**config.mk**
```make
export PLATFORM = sky130hd
export DESIGN_NAME = div
export DESIGN_NICKNAME = d
export VERILOG_FILES = /design/src/rtl/div.sv
export SDC_FILE = /design/constraint.sdc
export NUM_CORES = 1
export LEC_CHECK = 0
export CORE_ASPECT_RATIO = 1.4
export CORE_UTILIZATION = 45
export CTS_CLUSTER_DIAMETER = 60
export DETAILED_ROUTE_END_ITERATION = 7
export PLACE_DENSITY = 0.67
export SYNTH_ARGS = -nofsm -noshare
export SYNTH_HDL_FRONTEND = slang
export SYNTH_SLANG_ARGS = --single-unit
```
**constraint.sdc**
```tcl
create_clock -name clk -period 7.13 [get_ports clk]
set_input_delay 1.426 -clock clk [delete_from_list [all_inputs] [get_ports clk]]
set_output_delay 1.426 -clock clk [all_outputs]
set_load 0.05 [all_outputs]
```
**src/rtl/div.sv**
```systemverilog
// div: iterative RV32M divider (DIV, DIVU, REM, REMU), one restoring step per clock.
//
// Ports
//   clk          in   clock, rising edge
//   rst_n        in   asynchronous active-low reset
//   div_start_i  in   request a division (taken only in IDLE with op_i[2]=1 and no abort)
//   op_i         in   RV32M funct3: 100 DIV, 101 DIVU, 110 REM, 111 REMU
//   dividend_i   in   rs1 value, sampled with div_start_i
//   divisor_i    in   rs2 value, sampled with div_start_i
//   rd_addr_i    in   destination register, sampled with div_start_i
//   abort_i      in   kill any in-flight operation
//   div_busy_o   out  operation in flight (START, CALC, END)
//   div_ready_o  out  one-cycle result pulse, also the register-file write enable
//   div_result_o out  quotient or remainder, held until the next completion
//   rd_addr_o    out  destination register, held until the next completion
//
// Normal operations take START + 32 CALC + END; divide-by-zero and signed overflow skip CALC.
// Results are registered out of END, so div_ready_o rises the cycle after END.
module div #(
    parameter int unsigned XLEN = 32
) (
    input  logic            clk,
    input  logic            rst_n,
    input  logic            div_start_i,
    input  logic [2:0]      op_i,
    input  logic [XLEN-1:0] dividend_i,
    input  logic [XLEN-1:0] divisor_i,
    input  logic [4:0]      rd_addr_i,
    input  logic            abort_i,
    output logic            div_busy_o,
    output logic            div_ready_o,
    output logic [XLEN-1:0] div_result_o,
    output logic [4:0]      rd_addr_o
);

    localparam logic [XLEN-1:0] MinNeg = {1'b1, {(XLEN-1){1'b0}}};

    typedef enum logic [1:0] {StIdle, StStart, StCalc, StEnd} state_e;

    state_e          r_state, w_state_next;

    logic [1:0]      r_op;        // op_i[1:0]: bit1 selects remainder, bit0 selects unsigned
    logic [XLEN-1:0] r_a, r_b;    // latched operands
    logic [4:0]      r_rd;
    logic [XLEN-1:0] r_rem, r_quot, r_dvs;
    logic [4:0]      r_cnt;
    logic            r_neg_q, r_neg_r;
    logic            r_ready;
    logic [XLEN-1:0] r_result;
    logic [4:0]      r_rd_out;

    logic            w_accept, w_signed, w_div_zero, w_ovf;
    logic [XLEN-1:0] w_a_mag, w_b_mag;
    logic [XLEN:0]   w_rem_sh, w_sub;
    logic            w_ge;
    logic [XLEN-1:0] w_rem_step, w_quot_fix, w_rem_fix;

    assign w_accept   = (r_state == StIdle) && div_start_i && op_i[2] && !abort_i;
    assign w_signed   = ~r_op[0];
    assign w_div_zero = (r_b == '0);
    assign w_ovf      = w_signed && (r_a == MinNeg) && (r_b == '1);
    assign w_a_mag    = (w_signed && r_a[XLEN-1]) ? ({XLEN{1'b0}} - r_a) : r_a;
    assign w_b_mag    = (w_signed && r_b[XLEN-1]) ? ({XLEN{1'b0}} - r_b) : r_b;

    // Restoring step. The partial remainder is always below the divisor, so after the shift
    // the 33-bit trial difference is non-negative exactly when its top bit is clear.
    assign w_rem_sh   = {r_rem, r_quot[XLEN-1]};
    assign w_sub      = w_rem_sh - {1'b0, r_dvs};
    assign w_ge       = ~w_sub[XLEN];
    assign w_rem_step = w_ge ? w_sub[XLEN-1:0] : w_rem_sh[XLEN-1:0];

    assign w_quot_fix = r_neg_q ? ({XLEN{1'b0}} - r_quot) : r_quot;
    assign w_rem_fix  = r_neg_r ? ({XLEN{1'b0}} - r_rem) : r_rem;

    // State register
    always_ff @(posedge clk or negedge rst_n) begin
        if (!rst_n) begin
            r_state <= StIdle;
        end else begin
            r_state <= w_state_next;
        end
    end

    // Next-state logic
    always_comb begin
        w_state_next = r_state;
        case (r_state)
            StIdle:  if (w_accept) w_state_next = StStart;
            StStart: begin
                if (abort_i)                     w_state_next = StIdle;
                else if (w_div_zero || w_ovf)    w_state_next = StEnd;
                else                             w_state_next = StCalc;
            end
            StCalc: begin
                if (abort_i)                     w_state_next = StIdle;
                else if (r_cnt == 5'd0)          w_state_next = StEnd;
            end
            StEnd:   w_state_next = StIdle;
            default: w_state_next = StIdle;
        endcase
    end

    // Outputs
    always_comb begin
        div_busy_o   = (r_state != StIdle);
        div_ready_o  = r_ready;
        div_result_o = r_result;
        rd_addr_o    = r_rd_out;
    end

    // Datapath
    always_ff @(posedge clk or negedge rst_n) begin
        if (!rst_n) begin
            r_op     <= '0;
            r_a      <= '0;
            r_b      <= '0;
            r_rd     <= '0;
            r_rem    <= '0;
            r_quot   <= '0;
            r_dvs    <= '0;
            r_cnt    <= '0;
            r_neg_q  <= 1'b0;
            r_neg_r  <= 1'b0;
            r_ready  <= 1'b0;
            r_result <= '0;
            r_rd_out <= '0;
        end else begin
            r_ready <= 1'b0;
            case (r_state)
                StIdle: begin
                    if (w_accept) begin
                        r_op <= op_i[1:0];
                        r_a  <= dividend_i;
                        r_b  <= divisor_i;
                        r_rd <= rd_addr_i;
                    end
                end
                StStart: begin
                    // Special cases preload the final answer with sign correction disabled
                    if (w_div_zero) begin
                        r_quot  <= '1;
                        r_rem   <= r_a;
                        r_neg_q <= 1'b0;
                        r_neg_r <= 1'b0;
                    end else if (w_ovf) begin
                        r_quot  <= MinNeg;
                        r_rem   <= '0;
                        r_neg_q <= 1'b0;
                        r_neg_r <= 1'b0;
                    end else begin
                        r_quot  <= w_a_mag;
                        r_rem   <= '0;
                        r_dvs   <= w_b_mag;
                        r_neg_q <= w_signed && (r_a[XLEN-1] ^ r_b[XLEN-1]);
                        r_neg_r <= w_signed && r_a[XLEN-1];
                        r_cnt   <= 5'd31;
                    end
                end
                StCalc: begin
                    r_rem  <= w_rem_step;
                    r_quot <= {r_quot[XLEN-2:0], w_ge};
                    r_cnt  <= r_cnt - 5'd1;
                end
                StEnd: begin
                    if (!abort_i) begin
                        r_result <= r_op[1] ? w_rem_fix : w_quot_fix;
                        r_rd_out <= r_rd;
                        r_ready  <= 1'b1;
                    end
                end
                default: ;
            endcase
        end
    end

endmodule

```
# After elaboration in Yosys (flattened, before gate mapping)
# Index checks and enable logic that the tools add are counted.
# classes
n_addsub	6
mul	0
div_mod_pow	0
n_lt_le_gt_ge	0
n_eq_ne	9
n_shift	0
muxes	26
n_bitwise	6
n_reduce_logical	20
# ops
op	n
two-way mux 32 bit	9
case mux 32 bit (2 select lines)	2
subtractor 1 x 32 -> 32 bit, first input constant	4
equality test 32 bit, second input constant	2
subtractor 33 x 32 -> 33 bit	1
zero test 32 bit	1
two-way mux 5 bit	2
case mux 5 bit (2 select lines)	1
logical AND 1 bit	8
two-way mux 2 bit	4
case mux 2 bit (4 select lines)	1
two-way mux 1 bit	7
inequality test 2 bit, second input constant	3
AND reduction 2 bit	3
AND reduction 3 bit	2
zero test 5 bit	1
inverter 1 bit	5
subtractor 5 x 1 -> 5 bit, second input constant	1
equality test 2 bit, second input constant	2
nonzero test 2 bit	2
inequality test 3 bit, second input constant	1
equality test 2 x 1 -> 1 bit, second input constant	1
zero test 2 bit	1
zero test 1 bit	1
other kinds (2)	2
# word_totals
reg_bits	214
latchBits	0
mem_bits_rw	0
mem_bits_ro	0
inputBits	76
wordCells	81
memories	0

# Longest topological paths before layout
# Gate-level depths: netlist of run 1.
# logic_depth
ltp_word	7
mapped_depth	12

# Worst setup path before layout of run 1
# No wires, ideal clock.
# synth_path
kind	reg2reg
startpoint	register r_quot[31]
endpoint	register r_rem[14]
t_arrival_ns	3.192
t_required_ns	6.985
setup_slack_ns	3.793
stages_incl_launch_ff	13
path_buffers	1
period_less_slack_ns	3.337
path_cell_list	dfrtp_1 > inv_1 > ha_1 > fa_1 > nand2b_1 > a211oi_1 > o21ai_0 > a221oi_1 > nor3_1 > nor2_1 > buf_4 > mux2i_1 > o221ai_1
# synth_between
elab_chain_len	3
# synth_lines
element	line	text
from (decl)	45	logic [XLEN-1:0] r_rem, r_quot, r_dvs;
from (signal assigned)	146	r_quot <= MinNeg;
from (signal assigned)	151	r_quot <= w_a_mag;
from (signal assigned)	161	r_quot <= {r_quot[XLEN-2:0], w_ge};
subtractor 33 x 32 -> 33 bit	68	assign w_sub = w_rem_sh - {1'b0, r_dvs};
two-way mux 32 bit	70	assign w_rem_step = w_ge ? w_sub[XLEN-1:0] : w_rem_sh[XLEN-1:0];
case mux 32 bit (2 select lines)	129	case (r_state)
to (signal assigned)	142	r_rem <= r_a;
to (signal assigned)	160	r_rem <= w_rem_step;
to (decl)	45	
# No other way between the ends.
# A chain may end at the register's enable or synchronous reset.

# Final worst setup path of run 1
# layout_path
startpoint	register r_b[18]
endpoint	register r_dvs[1]
# layout_between
elab_chain_len	4
elab_cells_between_ends	6
# layout_lines
element	line	text
from (decl)	43	logic [XLEN-1:0] r_a, r_b;
from (signal assigned)	134	r_b <= divisor_i;
equality test 32 bit	61	assign w_ovf = w_signed && (r_a == MinNeg) && (r_b == '1);
logical AND 1 bit	61	
inverter 1 bit (no source line)	-	
AND reduction 3 bit (no source line) (*)	-	
to (signal assigned)	153	r_dvs <= w_b_mag;
to (decl)	45	
# Every way passes the cells marked *; elsewhere a longest branch is shown, timed or not.

==> results.toml, run 1 <==
[power_and_ir_drop]
ir_drop_mv = 0.2350
p_leak_nw = 6.853
pwr_density_cell_nw_per_um2 = 523.5

[drt]
totalWireLength_um = 37080
drtAntennaViolNets = 0
avgRoutedWirePerCell_um = 18.09
vias = 11840
dr.pass1.iters = 6
routed_via_density = 5.778
drc = 0
drtIter0Drc = 675

[critical_path]
critPathCapture = "r_dvs[1]"
worstSetupEndpointType = "flop"
crit_buf_inv = 1
r2r_end = "r_dvs[1]"
crit_family = "simple AND/OR/NAND/NOR gates"
cp_data_required_time_ps = 7590
cp.arrival_ps = 4640
cp-start-kind = "flop"
slowest_stage = "nand2_2"
slowest_delay_ps = 800
crit_type = "flop to flop"
reg2regPathDepth = 9
worstPathMaxFanout = 64
worstPathCellList = "nor4_1 -> nor4bb_1 -> nand4_1 -> nor3_2 -> buf_4 -> nor2_1 -> nand2_2 -> a211oi_1 -> a21oi_1"
cp.depth = 9
r2r_slack_ps = 2960
worstSetupStartpoint = "r_b[18]"
reg2reg_from = "r_b[18]"

[synthesis]
synth_area_um2 = 13890
syn_area_per_cell_um2 = 8.851
yosysSeqAreaShare_pct = 38.56
syn_nets = 1690
synth-seq-cells = 214
synthTopCellsByArea = "dfrtp_1 (39%), mux2_2 (6.8%), o21ai_0 (5.7%)"
ys_async_sr_fraction_pct = 100.0
synth_warnings = 0
synth_top_area_share_pct = 38.56
yosysMostFrequentCell = "dfrtp_1"
synth_flop_cell = "dfrtp_1"
synth_top_cells_by_count = "dfrtp_1 (214), o21ai_0 (157), nand2_1 (146), a21oi_1 (118), nor2_1 (106)"
syn_inst = 1569
synth_edf_count = 0
synth_top_area_cell = "dfrtp_1"
synth.lib_cells_used.distinct = 68

[final_layout]
layout-drive-gt1-share_pct = 9.976
final_area_um2 = 16230
diodes = 0
final_cells = 2049
nets = 1766
area_growth_pct = 16.90

[timing]
worst_pin_slew_ps = 1092
hold_viol_final = 0
finalSetupTns_ps = 0
layout_min_cycle_time_ps = 4175
max_freq_ghz = 0.2395
maxSlewHeadroom_pct = 27.03
fin_hold_ws_ps = 466.8
rsz0062_at_grt = "no"
clock_skew_ps = 22.65
setup_viol = 0
finalCritPeriodShare_pct = 58.55
drv_slew = 0

[clock_tree]
cts_sinks = 214
cts_buffers = 25
cts_resized = 0
hold_buffers = 0
cts_setup_buffers = 0
clk_latency_ps = 560
htreeDepth = 1
clk_path_buf_depth = 3
cts_tree = "yes"
cts_root_buf = "clkbuf_16"
clk_pin_slew_worst_paths_ps = 60

[grt]
grt_pass1_wl_um = 60260
first_global_vias = 11530
grt_usage_pct = 24.05
grt_antenna_before_repair = 0
use_met2_pct = 41.87
grt_max_degree = 114
grt.busiest_layer = "met2"
grt-ovfl-total = 0
met3_usage_pct = 2.261
grtUsageMet1_pct = 30.40

[placed_design]
gp_congestion = 0.8881
dp.cells = 2003
io_buffers = 114
dp_hpwl_um = 27170
placed_area_um2 = 15340

[floorplan]
ios = 115
die_y_um = 209.9
fp.dieW_um = 150.5
dieArea_um2 = 31580
rows = 75
fp.coreArea_um2 = 30120
initial_core_util_pct = 46.10

[outcome]
status = "finished, final reports clean"

[min_path]
hp-class = "flop to flop"

[flow_run]
drv_cap = 0
layout make-up:
cell class | count | area (um2)
fillers | 2714 | 13890
multi-input cells | 1191 | 7923
flip-flops and latches | 214 | 5355
repair buffers | 129 | 1270
clock buffers | 30 | 674.4
well taps | 385 | 481.7
inverters | 84 | 315.3
clock inverters | 16 | 215.2
worst min-delay path by stage:
stage,slack (ps),endpoint,cells after the start,startpoint
floorplan,430,rd_addr_o[0],2,r_rd[0]
global placement,440,rd_addr_o[4],2,r_rd[4]
detailed placement,460,rd_addr_o[4],2,r_rd[4]
CTS,470,rd_addr_o[4],2,r_rd[4]
global route,490,rd_addr_o[4],2,rd_addr_o[4]
finish,470,rd_addr_o[4],2,r_rd[4]
through the flow:
step,total power [mW],utilization [%],worst slack [ps]
6_report,8.499,53.89,2955
5_1_grt,9.174,53.89,2571
4_1_cts,8.514,53.89,2978
3_5_place_dp,7.100,50.94,3009
3_3_place_gp,7.008,50.94,3038
2_1_floorplan,5.845,-,3793
power by group:
group / switching, mW / internal, mW / total [mW]
logic: 2.74 / 1.92 / 4.66
clock network: 0.549 / 0.828 / 1.38
registers: 0.684 / 1.77 / 2.46
total: 3.97 / 4.52 / 8.50
state kept, by name, summed over array words and instances (netlist names), 32 cells and up:
register,cells
r_quot,32
div_result_o,32
r_a,32
r_b,32
r_dvs,32
r_rem,32
kinds of logic (layout without fill, tap and decap cells):
| kind of cell | Yosys count | after routing | synth area share, % |
|---|---|---|---|
| AOI/OAI and AO/OA | 455 | 455 | 20.13 |
| and+or+nand+nor | 449 | 449 | 15.58 |
| DFF | 214 | 214 | 38.56 |
| muxes | 110 | 110 | 8.685 |
| adders and majority gates | 45 | 45 | 4.108 |
| xor gates and xnor gates | 132 | 132 | 8.325 |
| buffers and inverters | 164 | 259 | 4.613 |
routing by layer:
| metal | vias up | wire, um |
|---|---|---|
| met5 | - | 0 |
| met4 | 0 | 1179 |
| met3 | 65 | 1925 |
| met2 | 366 | 18450 |
| met1 | 5614 | 15520 |
| li1 | 5795 | - |
worst reg2reg max path: stages (launching register included):
cell,delay [ps]
dfrtp_1,470
nor4_1,520
nor4bb_1,640
nand4_1,450
nor3_2,300
buf_4,360
nor2_1,170
nand2_2,800
a211oi_1,220
a21oi_1,170
placed cells by master, fill, tap and decap left out, types with 20 or more instances in the layout:
cell type,instances
a21oi_1,118
a31oi_1,21
clkbuf_16,25
clkdlybuf4s50_1,113
dfrtp_1,214
ha_1,43
inv_1,82
mux2_2,84
mux2i_1,26
nand2_1,146
nand3_1,39
nand4_1,22
nor2_1,105
nor2b_1,20
nor3_1,22
o21ai_0,157
o31ai_1,35
xnor2_1,77
xor2_1,55
Power figures use the tool's default switching activity.
==> run 2: changes to the inputs <==
Clock period 7.13 ns to 4.3 ns, I/O delays scaled along.
==> results.toml, run 2 (synthesis results as in run 1) <==
[placed_design]
dp.cells = 2017
placed_area_um2 = 15470
io_buffers = 114
gp_congestion = 0.8990
dp_hpwl_um = 27290

[clock_tree]
htreeDepth = 1
cts_tree = "yes"
clk_latency_ps = 560
cts_resized = 0
clk_path_buf_depth = 3
cts_sinks = 214
cts_setup_buffers = 0
cts_root_buf = "clkbuf_16"
cts_buffers = 26
hold_buffers = 0
clk_pin_slew_worst_paths_ps = 60

[grt]
grt_antenna_before_repair = 0
first_global_vias = 11500
grt_max_degree = 90
grt_pass1_wl_um = 59930
grt_usage_pct = 23.79
grt-ovfl-total = 0

[final_layout]
nets = 1781
diodes = 0
final_cells = 2065
final_util_pct = 54.25
num-fill-cells = 2732
mostFrequentLayoutCells = "dfrtp_1 (214), o21ai_0 (157), nand2_1 (146), a21oi_1 (118), clkdlybuf4s50_1 (113)"
final_area_um2 = 16340
area_growth_pct = 17.68
layout_commonest_cell = "dfrtp_1"
layout-drive-gt1-share_pct = 10.65

[critical_path]
crit_family = "compound AO/OA/AOI/OAI gates"
cp-start-kind = "flop"
cp_data_required_time_ps = 4690
worstPathCellList = "inv_1 -> ha_1 -> fa_1 -> nand2b_1 -> a211oi_1 -> o21ai_0 -> a221o_1 -> a21oi_1 -> nor2_2 -> buf_4 -> mux2i_1 -> o221ai_1"
crit_type = "flop to flop"
slowest_delay_ps = 430
slowest_stage = "a221o_1"
r2r_slack_ps = 780
worstSetupEndpointType = "flop"
crit_buf_inv = 2
cp.arrival_ps = 3900
worstPathMaxFanout = 18

[timing]
hold_viol_final = 0
drv_slew = 0
max_freq_ghz = 0.2844
rsz0062_at_grt = "no"
worst_pin_slew_ps = 1175
finalSetupTns_ps = 0
setup_viol = 0
maxSlewHeadroom_pct = 21.51
layout_min_cycle_time_ps = 3516
finalCritPeriodShare_pct = 81.76
clock_skew_ps = 28.82

[floorplan]
fp.coreArea_um2 = 30120
ios = 115
dieArea_um2 = 31580
rows = 75
initial_core_util_pct = 46.10
die_y_um = 209.9
fp.dieW_um = 150.5

[power_and_ir_drop]
finalPower_mw = 14.03
pwr_density_cell_nw_per_um2 = 858.8
ir_drop_mv = 0.3746
p_leak_nw = 6.906

[drt]
avgRoutedWirePerCell_um = 17.79
totalWireLength_um = 36730
routed_via_density = 5.755
drc = 0
vias = 11880
dr.pass1.iters = 5
drtIter0Drc = 741
drtAntennaViolNets = 0

[flow_run]
drv_cap = 0

[outcome]
status = "finished, final reports clean"

[min_path]
hp-class = "input port to asynchronous set/reset pin"
[run 2: cell count changes in the layout (fill, tap and decap cells not counted), sizes merged]
cell	change
buf	+14
clkbuf	+3
clkinv	-3
clkinvlp	+3
bufinv	-2
inv	+1
[run 2: path summary, 6_finish.rpt]
kind	startpoint	to	depth (start not counted)
min in group clk	r_rd[1]	rd_addr_o[1]	2
worst min register to register	r_rd[1]	rd_addr_o[1]	2
worst min-delay path	rst_n	div_result_o[10]	1
worst max-delay path	r_quot[31]	r_rem[8]	12
max in group asynchronous	rst_n	r_cnt[2]	2
worst max register to register	r_quot[31]	r_rem[8]	12
[run 2: worst reg2reg max path, delay by kind of cell (launching register included)]
| family | cells | cell delay (ps) |
|---|---|---|
| AND/OR/NAND/NOR | 2 | 270 |
| AO/OA/AOI/OAI | 5 | 1520 |
| buffers and inverters | 2 | 380 |
| multiplexers | 1 | 210 |
| adder cells (fa/ha/maj) | 2 | 690 |
| flip-flops | 1 | 320 |
[run 2: area by class of cell]
type	instances	area [um2]	share of cell area, %
Multi-Input combinational cell	1191	7923	48.48
Sequential cell	214	5355	32.77
Timing Repair Buffer	143	1400	8.567
Clock buffer	33	696.9	4.265
Tap cell	385	481.7	2.948
Inverter	84	315.3	1.929
Clock inverter	15	170.2	1.041
[run 2: report_power, final]
group	internal [mW]	switching [mW]	total [mW]
clock	1.29	0.911	2.20
combinational	3.22	4.51	7.74
sequential	2.94	1.16	4.10
[run 2: stage by stage]
step | worst slack (ps) | hold WS [ps]
after CTS | 783.8 | 356.1
final | 784.4 | 325.3
after floorplan | 962.6 | 433.1
after global routing | 398.4 | 381.2
after global placement | 855.8 | 437.7
after detailed placement | 810.4 | 450.0
[run 2: layer usage]
layer  track usage [%]  routed length (um)
met1             29.66               15590
met2             42.51               18590
met3             2.522                1741
met4             7.315                 821
met5                 0                   0
